$ cat src/rtl/mult_issue_if.sv
// ---------------------------------------------------------------------------
// mult_issue_if
// Handshake and multiplier-side bundle for mult_issue_ctrl.
//   in_*   : operand pair stream (valid/ready)
//   res_*  : product stream (valid/ready), carries the pair's sequence tag
//   mul_*  : sequential multiplier connection (start pulse, operands,
//            completion pulse and product)
// slave  : controller side.  master : environment side (source/sink/multiplier).
// ---------------------------------------------------------------------------
interface mult_issue_if #(
  parameter int N     = 32,
  parameter int TAG_W = 4
);
  logic               in_valid;
  logic               in_ready;
  logic [N-1:0]       in_a;
  logic [N-1:0]       in_b;
  logic               res_valid;
  logic               res_ready;
  logic [2*N-1:0]     res_data;
  logic [TAG_W-1:0]   res_tag;
  logic               mul_start;
  logic [N-1:0]       mul_a;
  logic [N-1:0]       mul_b;
  logic               mul_done;
  logic [2*N-1:0]     mul_result;

  modport slave (
    input  in_valid, in_a, in_b, res_ready, mul_done, mul_result,
    output in_ready, res_valid, res_data, res_tag, mul_start, mul_a, mul_b
  );

  modport master (
    output in_valid, in_a, in_b, res_ready, mul_done, mul_result,
    input  in_ready, res_valid, res_data, res_tag, mul_start, mul_a, mul_b
  );
endinterface

$ cat src/rtl/mult_issue_ctrl.sv
// ---------------------------------------------------------------------------
// mult_issue_ctrl
// Operand queue and issue controller for a sequential signed multiplier.
// Operand pairs are buffered in a DEPTH-entry FIFO together with a sequence
// tag, issued one at a time with a single-cycle start pulse, and the product
// is held on the result stream until accepted. A watchdog aborts an issue
// whose multiplier never completes and raises a sticky error flag.
// Ports:
//   clk, reset  : clock, synchronous active-high reset
//   bus         : mult_issue_if.slave (operand, result and multiplier signals)
//   i_err_clr   : clears o_err (a timeout in the same cycle wins)
//   o_busy      : controller not idle or FIFO not empty
//   o_err       : sticky watchdog timeout flag
//   o_level     : FIFO occupancy
// ---------------------------------------------------------------------------
module mult_issue_ctrl #(
  parameter  int N       = 32,
  parameter  int DEPTH   = 4,
  parameter  int TAG_W   = 4,
  parameter  int TIMEOUT = 40,
  localparam int AW      = $clog2(DEPTH),
  localparam int TW      = $clog2(TIMEOUT)
) (
  input  logic          clk,
  input  logic          reset,
  mult_issue_if.slave   bus,
  input  logic          i_err_clr,
  output logic          o_busy,
  output logic          o_err,
  output logic [AW:0]   o_level
);

  localparam int EW = TAG_W + 2*N;

  typedef enum logic [1:0] {S_IDLE, S_ISSUE, S_WAIT, S_HOLD} state_t;

  state_t             r_state, w_next;
  logic [EW-1:0]      r_mem [DEPTH];
  logic [AW-1:0]      r_wr_ptr, r_rd_ptr;
  logic [AW:0]        r_level;
  logic [TAG_W-1:0]   r_tag_cnt, r_cur_tag, r_res_tag;
  logic [N-1:0]       r_mul_a, r_mul_b;
  logic [2*N-1:0]     r_res_data;
  logic [TW-1:0]      r_timer;
  logic               r_err;
  logic               w_push, w_pop, w_start, w_capture, w_timeout;

  // No pass-through: a pair must land in the FIFO before it can issue.
  assign bus.in_ready = (r_level != (AW+1)'(DEPTH));
  assign w_push       = bus.in_valid && bus.in_ready;
  assign w_pop        = (r_state == S_IDLE) && (r_level != '0);

  always_ff @(posedge clk) begin
    if (reset) r_state <= S_IDLE;
    else       r_state <= w_next;
  end

  always_comb begin
    w_next    = r_state;
    w_start   = 1'b0;
    w_capture = 1'b0;
    w_timeout = 1'b0;
    case (r_state)
      S_IDLE:  if (r_level != '0) w_next = S_ISSUE;
      S_ISSUE: begin
        w_start = 1'b1;
        w_next  = S_WAIT;
      end
      S_WAIT: begin
        // Completion beats the watchdog when both land on the same cycle.
        if (bus.mul_done) begin
          w_capture = 1'b1;
          w_next    = S_HOLD;
        end else if (r_timer == TW'(TIMEOUT-1)) begin
          w_timeout = 1'b1;
          w_next    = S_IDLE;
        end
      end
      S_HOLD:  if (bus.res_ready) w_next = S_IDLE;
      default: w_next = S_IDLE;
    endcase
  end

  // Storage is not reset; only entries between the pointers are ever read.
  always_ff @(posedge clk) begin
    if (w_push) r_mem[r_wr_ptr] <= {r_tag_cnt, bus.in_a, bus.in_b};
  end

  always_ff @(posedge clk) begin
    if (reset) begin
      r_wr_ptr   <= '0;
      r_rd_ptr   <= '0;
      r_level    <= '0;
      r_tag_cnt  <= '0;
      r_cur_tag  <= '0;
      r_res_tag  <= '0;
      r_mul_a    <= '0;
      r_mul_b    <= '0;
      r_res_data <= '0;
      r_timer    <= '0;
      r_err      <= 1'b0;
    end else begin
      if (w_push) begin
        r_wr_ptr  <= r_wr_ptr + AW'(1);
        r_tag_cnt <= r_tag_cnt + TAG_W'(1);
      end
      if (w_pop) begin
        {r_cur_tag, r_mul_a, r_mul_b} <= r_mem[r_rd_ptr];
        r_rd_ptr <= r_rd_ptr + AW'(1);
      end
      case ({w_push, w_pop})
        2'b10:   r_level <= r_level + (AW+1)'(1);
        2'b01:   r_level <= r_level - (AW+1)'(1);
        default: r_level <= r_level;
      endcase
      if (r_state == S_ISSUE)     r_timer <= '0;
      else if (r_state == S_WAIT) r_timer <= r_timer + TW'(1);
      if (w_capture) begin
        r_res_data <= bus.mul_result;
        r_res_tag  <= r_cur_tag;
      end
      if (w_timeout)      r_err <= 1'b1;
      else if (i_err_clr) r_err <= 1'b0;
    end
  end

  assign bus.mul_start = w_start;
  assign bus.mul_a     = r_mul_a;
  assign bus.mul_b     = r_mul_b;
  assign bus.res_valid = (r_state == S_HOLD);
  assign bus.res_data  = r_res_data;
  assign bus.res_tag   = r_res_tag;
  assign o_busy        = (r_state != S_IDLE) || (r_level != '0);
  assign o_err         = r_err;
  assign o_level       = r_level;

endmodule

$ cat src/flat_wrapper.sv
// flat-port wrapper written by rule: the top's interface ports become plain ports
module mult_issue_ctrl_flat 
#(
  parameter  int N       = 32,
  parameter  int DEPTH   = 4,
  parameter  int TAG_W   = 4,
  parameter  int TIMEOUT = 40,
  localparam int AW      = $clog2(DEPTH),
  localparam int TW      = $clog2(TIMEOUT)
)
  (clk, reset, i_err_clr, o_busy, o_err, o_level, bus_in_valid, bus_in_a, bus_in_b, bus_res_ready, bus_mul_done, bus_mul_result, bus_in_ready, bus_res_valid, bus_res_data, bus_res_tag, bus_mul_start, bus_mul_a, bus_mul_b);
  mult_issue_if #(.N(N), .TAG_W(TAG_W)) bus_i ();
  input  logic clk;
  input  logic reset;
  input  logic i_err_clr;
  output logic o_busy;
  output logic o_err;
  output logic [AW:0] o_level;
  input wire logic [$bits(bus_i.in_valid)-1:0] bus_in_valid;
  input wire logic [$bits(bus_i.in_a)-1:0] bus_in_a;
  input wire logic [$bits(bus_i.in_b)-1:0] bus_in_b;
  input wire logic [$bits(bus_i.res_ready)-1:0] bus_res_ready;
  input wire logic [$bits(bus_i.mul_done)-1:0] bus_mul_done;
  input wire logic [$bits(bus_i.mul_result)-1:0] bus_mul_result;
  output wire logic [$bits(bus_i.in_ready)-1:0] bus_in_ready;
  output wire logic [$bits(bus_i.res_valid)-1:0] bus_res_valid;
  output wire logic [$bits(bus_i.res_data)-1:0] bus_res_data;
  output wire logic [$bits(bus_i.res_tag)-1:0] bus_res_tag;
  output wire logic [$bits(bus_i.mul_start)-1:0] bus_mul_start;
  output wire logic [$bits(bus_i.mul_a)-1:0] bus_mul_a;
  output wire logic [$bits(bus_i.mul_b)-1:0] bus_mul_b;
  assign bus_i.in_valid = bus_in_valid;
  assign bus_i.in_a = bus_in_a;
  assign bus_i.in_b = bus_in_b;
  assign bus_i.res_ready = bus_res_ready;
  assign bus_i.mul_done = bus_mul_done;
  assign bus_i.mul_result = bus_mul_result;
  assign bus_in_ready = bus_i.in_ready;
  assign bus_res_valid = bus_i.res_valid;
  assign bus_res_data = bus_i.res_data;
  assign bus_res_tag = bus_i.res_tag;
  assign bus_mul_start = bus_i.mul_start;
  assign bus_mul_a = bus_i.mul_a;
  assign bus_mul_b = bus_i.mul_b;
  mult_issue_ctrl #(.N(N), .DEPTH(DEPTH), .TAG_W(TAG_W), .TIMEOUT(TIMEOUT)) u_core (.clk(clk), .reset(reset), .bus(bus_i), .i_err_clr(i_err_clr), .o_busy(o_busy), .o_err(o_err), .o_level(o_level));
endmodule
$ cat config.mk
export PLATFORM = sky130hd
export DESIGN_NAME = mult_issue_ctrl_flat
export DESIGN_NICKNAME = d
export VERILOG_FILES = /design/src/rtl/mult_issue_if.sv /design/src/rtl/mult_issue_ctrl.sv /design/src/flat_wrapper.sv
export SDC_FILE = /design/constraint.sdc
export NUM_CORES = 1
export LEC_CHECK = 0
export CAP_MARGIN = 20
export CORE_MARGIN = 4
export CORE_UTILIZATION = 52
export DETAILED_ROUTE_END_ITERATION = 12
export GPL_ROUTABILITY_DRIVEN = 0
export HOLD_SLACK_MARGIN = 0.05
export PLACE_DENSITY = 0.79
export SYNTH_ARGS = -nofsm -noshare
export SYNTH_HDL_FRONTEND = slang
export SYNTH_SLANG_ARGS = --single-unit
$ cat constraint.sdc
create_clock -name clk -period 4.05 [get_ports clk]
set_clock_uncertainty 0.05 [all_clocks]
set_input_delay 0.81 -clock clk [delete_from_list [all_inputs] [get_ports clk]]
set_output_delay 0.81 -clock clk [all_outputs]
set_load 0.03 [all_outputs]
==> results of run 1 <==
==> final cells by class <==
cell class              count  area [µm²]
diodes                      1        2.50
clock buffers              57        1190
clock inverters            22         284
fillers                  1903        8920
inverters                  11        41.3
multi-input cells         444        3730
flip-flops and latches    428       11300
well taps                 384         480
repair buffers            291        2910
==> path summary, 6_finish.rpt <==
check                                         to                                 from
min          u_core.bus.res_data[2]$_SDFFE_PP0P_  u_core.bus.res_data[2]$_SDFFE_PP0P_
max reg2reg       u_core.o_level[2]$_SDFFE_PP0P_       u_core.o_level[2]$_SDFFE_PP0P_
max                                       o_busy       u_core.r_state[1]$_SDFFE_PP0P_
min reg2reg  u_core.bus.res_data[2]$_SDFFE_PP0P_  u_core.bus.res_data[2]$_SDFFE_PP0P_
==> flip-flops by register name, summed over array words and instances, names as in the netlist <==
signal               flops
u_core.r_tag_cnt         4
u_core.bus.mul_b        32
u_core.bus.res_tag       4
u_core.r_state           2
u_core.o_err             1
u_core.o_level           3
u_core.bus.mul_a        32
u_core.r_timer           6
u_core.r_wr_ptr          2
u_core.r_cur_tag         4
u_core.bus.res_data     64
u_core.r_rd_ptr          2
u_core.r_mem           272
==> kinds of logic after synthesis <==
kind of cell | share of synthesized area [%]
flops | 73.7
simple gates | 5.52
compound gates | 7.42
buf+inv | 2.10
mux | 10.3
fa+ha+maj | 0.703
xor+xnor | 0.229
==> Yosys cell counts, types with 2 or more instances <==
library cell,count
edfxtp_1,272
dfxtp_1,156
nand2_1,145
a21oi_1,79
a22o_1,68
mux4_2,68
clkbuf_1,28
buf_2,26
inv_1,10
nor2_1,9
nand3_1,8
ha_1,7
o21ai_0,7
and3_1,4
buf_1,4
nor2b_1,4
mux2_2,3
nand2b_1,3
nand4_1,3
or3_1,3
xor2_1,3
a31o_2,2
buf_6,2
nand3b_1,2
nor3_2,2
o211ai_1,2
==> report_power, final <==
| part | internal (W) | switching [W] |
|---|---|---|
| combinational | 0.00159 | 0.00186 |
| clock | 0.00247 | 0.00159 |
| sequential | 0.00536 | 0.000494 |
| total | 0.00942 | 0.00394 |
==> per-stage QoR <==
stage | total power [W] | cells | hold slack [ns] | area, µm²
floorplan | 0.00796 | 944 | 0.382 | 15300
global placement | 0.00935 | 1558 | 0.391 | 18500
detailed placement | 0.00942 | 1558 | 0.397 | 18500
CTS | 0.0135 | 1637 | 0.405 | 19900
global route | 0.0139 | 1637 | 0.417 | 19900
finish | 0.0134 | 1638 | 0.400 | 19900
==> critical path: stages (launching register included) <==
cell	delay, ns
dfxtp_1	0.75
nor2_2	0.17
nand2_1	0.11
clkdlybuf4s50_1	0.70
==> routing by layer <==
metal,routed length (µm),track usage (%),up-vias
met5,0,0,-
met4,943,6.07,0
met3,2040,4.14,65
met2,16700,33.6,326
met1,13600,27.3,4421
li1,-,-,4144
==> summary.md, run 1 <==
| Metric | Value |
|---|---|
| Port Buffers | 273 |
| Clock-pin slew on the worst setup and hold paths | roughly 0.06 ns |
| Critical path data required time | 3.19 ns |
| Dominant cells by area after synthesis | edfxtp_1, dfxtp_1, mux4_2, a22o_1, nand2_1 |
| R2R cell count | 9 |
| Mapped Area | between 15000 and 20000 µm² |
| Post-Syn Instances | approximately 940 |
| Final Max Slew Viols | 0 |
| Fmax | roughly 320 MHz |
| Place WS | ~1.1 ns |
| Area Growth Syn to Fin | 30.2% |
| Gr ovfl total | 0 |
| Setup Buffers After CTS | 0 |
| I/O pin count | approximately 270 |
| CP startpoint kind | flop |
| Wire per inst | around 20 µm |
| Crit-path max FO | 21 |
| Clock tree from TritonCTS | built |
| PwrDens | 670 nW/µm² |
| Worst Hold Class | reg2reg |
| Final period util | a little under 80% |
| Final critical-path required period | between 3 and 4 ns |
| Status | finished clean |
| Die ar. | ~32000 µm² |
| Largest net degree at the start of global routing | between 70 and 80 |
| Post-synthesis sequential area ratio | approximately three quarters |
| Area share of the largest cell type after synthesis | approximately 53% |
| Die height | between 150 and 200 µm |
| Mapped Nets | ~1100 |
| Initial DRT Pass Iterations | 5 |
| Fin nets | ~1400 |
| Gr usage total | 20.2% |
| CTS buffer count | 43 |
| Reg2Reg Setup Slack | 1.61 ns |
| Netlist cell types | 50 |
| Vias in the first global route | around 9000 |
| Clock latency on the worst-skew pair | between 0.5 and 0.6 ns |
| #FFs+latches synth | between 400 and 500 |
| CTS max path bufs | 3 |
| Synth Area per Inst | 16.2 µm² |
| Worst EP arrival | approximately 2.3 ns |
| Dominant synthesized flop cell | edfxtp_1 |
| Via density per instance | 5.47 |
| Max_cap viols | 0 |
| Clock Tree Root | clkbuf_16 |
| Post-synth EDFFs | between 200 and 300 |
| CTS resizes | 0 |
| Leakage | ~6.6 nW |
| Area leader, netlist | edfxtp_1 |
| Max-slew headroom | a little under a third |
| HPWL Detailed | 21000 µm |
| Routed WL | 33300 µm |
| Antenna Violating Nets Remaining | 0 |
| Peak supply drop | approximately 0.00048 V |
| Setup TNS | 0 ns |
| Initial antenna violation count | 0 |
| Via count | 8956 |
| Unrepaired setup endpoints after global routing | false |
| Final Hold Violating Endpoints | 0 |
| Die width | 180 µm |
| Tightest Pin Transition | 1.05 ns |
| Synth async-reset ratio | 0% |
| H-tree Lvls | 2 |
| Layout cells sized above 1 | 14.0% |
| Hold buffer count at cts | 0 |
| Setup Crit Path Kind | reg2out |
| Starting Density | roughly 53% |
| Residual DRC | 0 |
| Rows | 62 |
| First-pass GRT wire length | 51900 µm |
| CP Capture Type | primary output |
| Final Worst Setup Slack | roughly 0.94 ns |
| Clock Sinks | roughly 430 |
| Hold depth | 2 |
| Yosys warnings | 0 |
| Core ar. | just under 30000 µm² |
| First DRT Iteration DRCs | between 500 and 600 |
| Commonest cells after routing, fill and taps aside | clkdlybuf4s50_1, edfxtp_1, dfxtp_1, nand2_1, a21oi_1 |
| Fin util | 69.1% |
| Final setup viols | 0 |
Power figures use the tool's default switching activity.
==> inputs of run 2 (changes only) <==
- clock period: 4.05 -> 3.2 ns (I/O delays scaled with it)
==> run 2 against run 1 <==
Effect of this change:
- worst setup slack worse by 0.70 ns
- clock-buffer cell count is the same
- sequential power increased by 26%
- via count shrank 0.39%
- flip-flop and latch count stayed put
- first-iteration DRC count up 3.7%
- sequential share of layout area shrank 0.17 points
- critical endpoint unchanged
==> summary.md, run 2 (synthesis gave the netlist of run 1 again) <==
| Metric | Value |
|---|---|
| Status | finished clean |
| R2R cell count | 9 (unchanged) |
| Final setup viols | 0 (unchanged) |
| CP startpoint kind | flop |
| Fmax | between 300 and 400 MHz |
| Residual DRC | 0 (unchanged) |
| Gr usage total | 20.1% (-0.16 points) |
| Clock-pin slew on the worst setup and hold paths | 0.06 ns (about the same) |
| H-tree Lvls | 2 (unchanged) |
| Starting Density | 53.1% (unchanged) |
| Biggest register | u_core.r_mem |
| First DRT Iteration DRCs | 592 (+3.7%) |
| Worst Hold Class | in2reg |
| CTS max path bufs | 3 (unchanged) |
| Via density per instance | 5.44 (-0.57%) |
| Die width | 180 µm (unchanged) |
| Die height | 180 µm (unchanged) |
| Fin nets | 1364 (+0.22%) |
| Vias in the first global route | 9128 (+1.1%) |
| Setup TNS | 0 ns (unchanged) |
| Peak supply drop | 0.000660 V (+38%) |
| Area Growth Syn to Fin | 30.6% |
| Routed WL | 32800 µm (-1.6%) |
| PwrDens | 836 nW/µm² (+25%) |
| Max-slew headroom | 52.9% (+23 points) |
| HPWL Detailed | 20800 µm (-1.2%) |
| Gr ovfl total | 0 (unchanged) |
| Critical path data required time | 2.51 ns (-0.68 ns) |
| Switching share of total power | 29.8% (+0.29 points) |
| Wire per inst | 20.0 µm (-1.8%) |
| Setup Buffers After CTS | 0 (unchanged) |
| Tightest Pin Transition | 0.706 ns (-0.341 ns) |
| Clock tree from TritonCTS | built |
| Critical Path End | o_busy |
| Crit path from | u_core.r_state[1]$_SDFFE_PP0P_ |
| Sequential group share of total power | 44.1% (+0.3 points) |
| I/O pin count | 274 (unchanged) |
| Initial antenna violation count | 1 (+1) |
| Rows | 62 (unchanged) |
| Max_cap viols | 0 (unchanged) |
| Final Max Slew Viols | 0 (unchanged) |
| CTS resizes | 0 (unchanged) |
| Worst EP arrival | 2.27 ns (+0.02 ns) |
| Leakage | 6.66 nW (+0.45%) |
| Clock Sinks | 428 (unchanged) |
| Via count | 8921 (-0.39%) |
| Initial DRT Pass Iterations | 5 (unchanged) |
| Clock Tree Root | clkbuf_16 |
| Final period util | between 90% and 100% |
| CP max stage cell | dfxtp_1 |
| Reg-to-reg endpoint | u_core.o_level[2]$_SDFFE_PP0P_ |
| CP Capture Type | primary output |
| Clock latency on the worst-skew pair | 0.53 ns (about the same) |
| Clock power frac | 29.4% (-1.0 points) |
| Commonest cells after routing, fill and taps aside | clkdlybuf4s50_1, edfxtp_1, dfxtp_1, nand2_1, a21oi_1 |
| Setup Crit Path Kind | reg2out |
| CP Cell Sequence | nor2_2, nand2_1, clkdlybuf4s50_1 |
| Antenna Violating Nets Remaining | 0 (unchanged) |
| FF-to-FF Start | u_core.r_state[1]$_SDFFE_PP0P_ |
| First-pass GRT wire length | 52200 µm (+0.50%) |
| Core ar. | 28900 µm² (unchanged) |
| Critical Path Max Stage Delay | 0.78 ns (+0.03 ns) |
| Cell internal pwr | 0.0117 W (+25%) |
| Hold buffer count at cts | 0 (unchanged) |
| Crit-path max FO | 21 (unchanged) |
| Final critical-path required period | 2.96 ns |
| Largest register FFs | 272 (unchanged) |
| Final Hold Violating Endpoints | 0 (unchanged) |
| Gate power share | 26.4% (+0.6 points) |
| Net switching power | 0.00498 W (+26%) |
| Largest net degree at the start of global routing | 65 (-8.5%) |
| CTS buffer count | 43 (unchanged) |
| Die ar. | 32300 µm² (unchanged) |
| Port Buffers | 273 (unchanged) |
| Layout cells sized above 1 | 14.3% (+0.35 points) |
| Reg2Reg Setup Slack | 0.75 ns (-0.86 ns) |
| Antenna cells | 0 (-1) |
| Unrepaired setup endpoints after global routing | false |
| Total power | 0.0167 W (+25%) |
-- run 2: cell count changes in the layout (fill, tap and decap cells not counted) --
cell / delta
diode_2: -1
clkbuf_1: -2
clkinv_4: -4
clkinv_8: +1
buf_12: +8
clkinv_1: +1
buf_4: -5
inv_8: +1
bufinv_16: -3
clkinv_2: +5
clkbuf_16: -1
inv_6: +1
clkinvlp_4: -1
clkbuf_8: +3
-- run 2: worst min path at each step --
stage,from,end,slack (ns),depth (start not counted)
after floorplan,u_core.r_cur_tag[0]$_SDFFE_PP0P_,u_core.bus.res_tag[0]$_SDFFE_PP0P_,0.38,2
after global placement,u_core.bus.res_data[9]$_SDFFE_PP0P_,u_core.bus.res_data[9]$_SDFFE_PP0P_,0.39,2
after detailed placement,u_core.bus.res_data[26]$_SDFFE_PP0P_,u_core.bus.res_data[26]$_SDFFE_PP0P_,0.40,2
after CTS,reset,u_core.r_rd_ptr[0]$_SDFFE_PP0P_,0.38,2
after global routing,reset,u_core.bus.res_tag[1]$_SDFFE_PP0P_,0.39,2
final,reset,u_core.r_rd_ptr[0]$_SDFFE_PP0P_,0.39,2
-- run 2: critical path: cells and delay by family (launching register included) --
family / cells / cell delay, ns
flip-flops: 1 / 0.78
buffers and inverters: 1 / 0.69
AND/OR/NAND/NOR: 2 / 0.27
-- run 2: power groups by stage --
stage          clock network, W  logic [W]  registers (W)
2_1_floorplan                 0    0.00183        0.00824
3_3_place_gp                  0    0.00442        0.00747
3_5_place_dp                  0    0.00447        0.00750
4_1_cts                 0.00502    0.00449        0.00740
5_1_grt                 0.00527    0.00469        0.00749
6_report                0.00492    0.00442        0.00738
-- run 2: layer usage --
layer | GRT usage (%) | part of all wire, % | up-vias
li1 | - | - | 4158
met1 | 25.9 | 41 | 4426
met2 | 34.7 | 51 | 278
met3 | 4.45 | 6.1 | 57
met4 | 5.36 | 2.4 | 2
met5 | 0 | 0.024 | -
-- run 2: layout make-up --
type	instances	area, µm²
Sequential cell	428	11300
Fill cell	1903	8860
Multi-Input combinational cell	444	3730
Timing Repair Buffer	294	3040
Clock buffer	57	1200
Tap cell	384	480
Clock inverter	23	216
Inverter	11	41.3
-- run 2: through the flow --
step | hold WS, ns | instances | cell area (µm²) | utilization [%] | setup WS, ns
finish | 0.393 | 1641 | 20000 | 69.3 | 0.240
global route | 0.388 | 1641 | 20000 | 69.3 | 0.141
CTS | 0.375 | 1641 | 20000 | 69.3 | 0.246
detailed placement | 0.396 | 1561 | 18600 | 64.4 | 0.525
global placement | 0.390 | 1561 | 18600 | 64.4 | 0.533
floorplan | 0.382 | 944 | 15300 | - | 0.0692
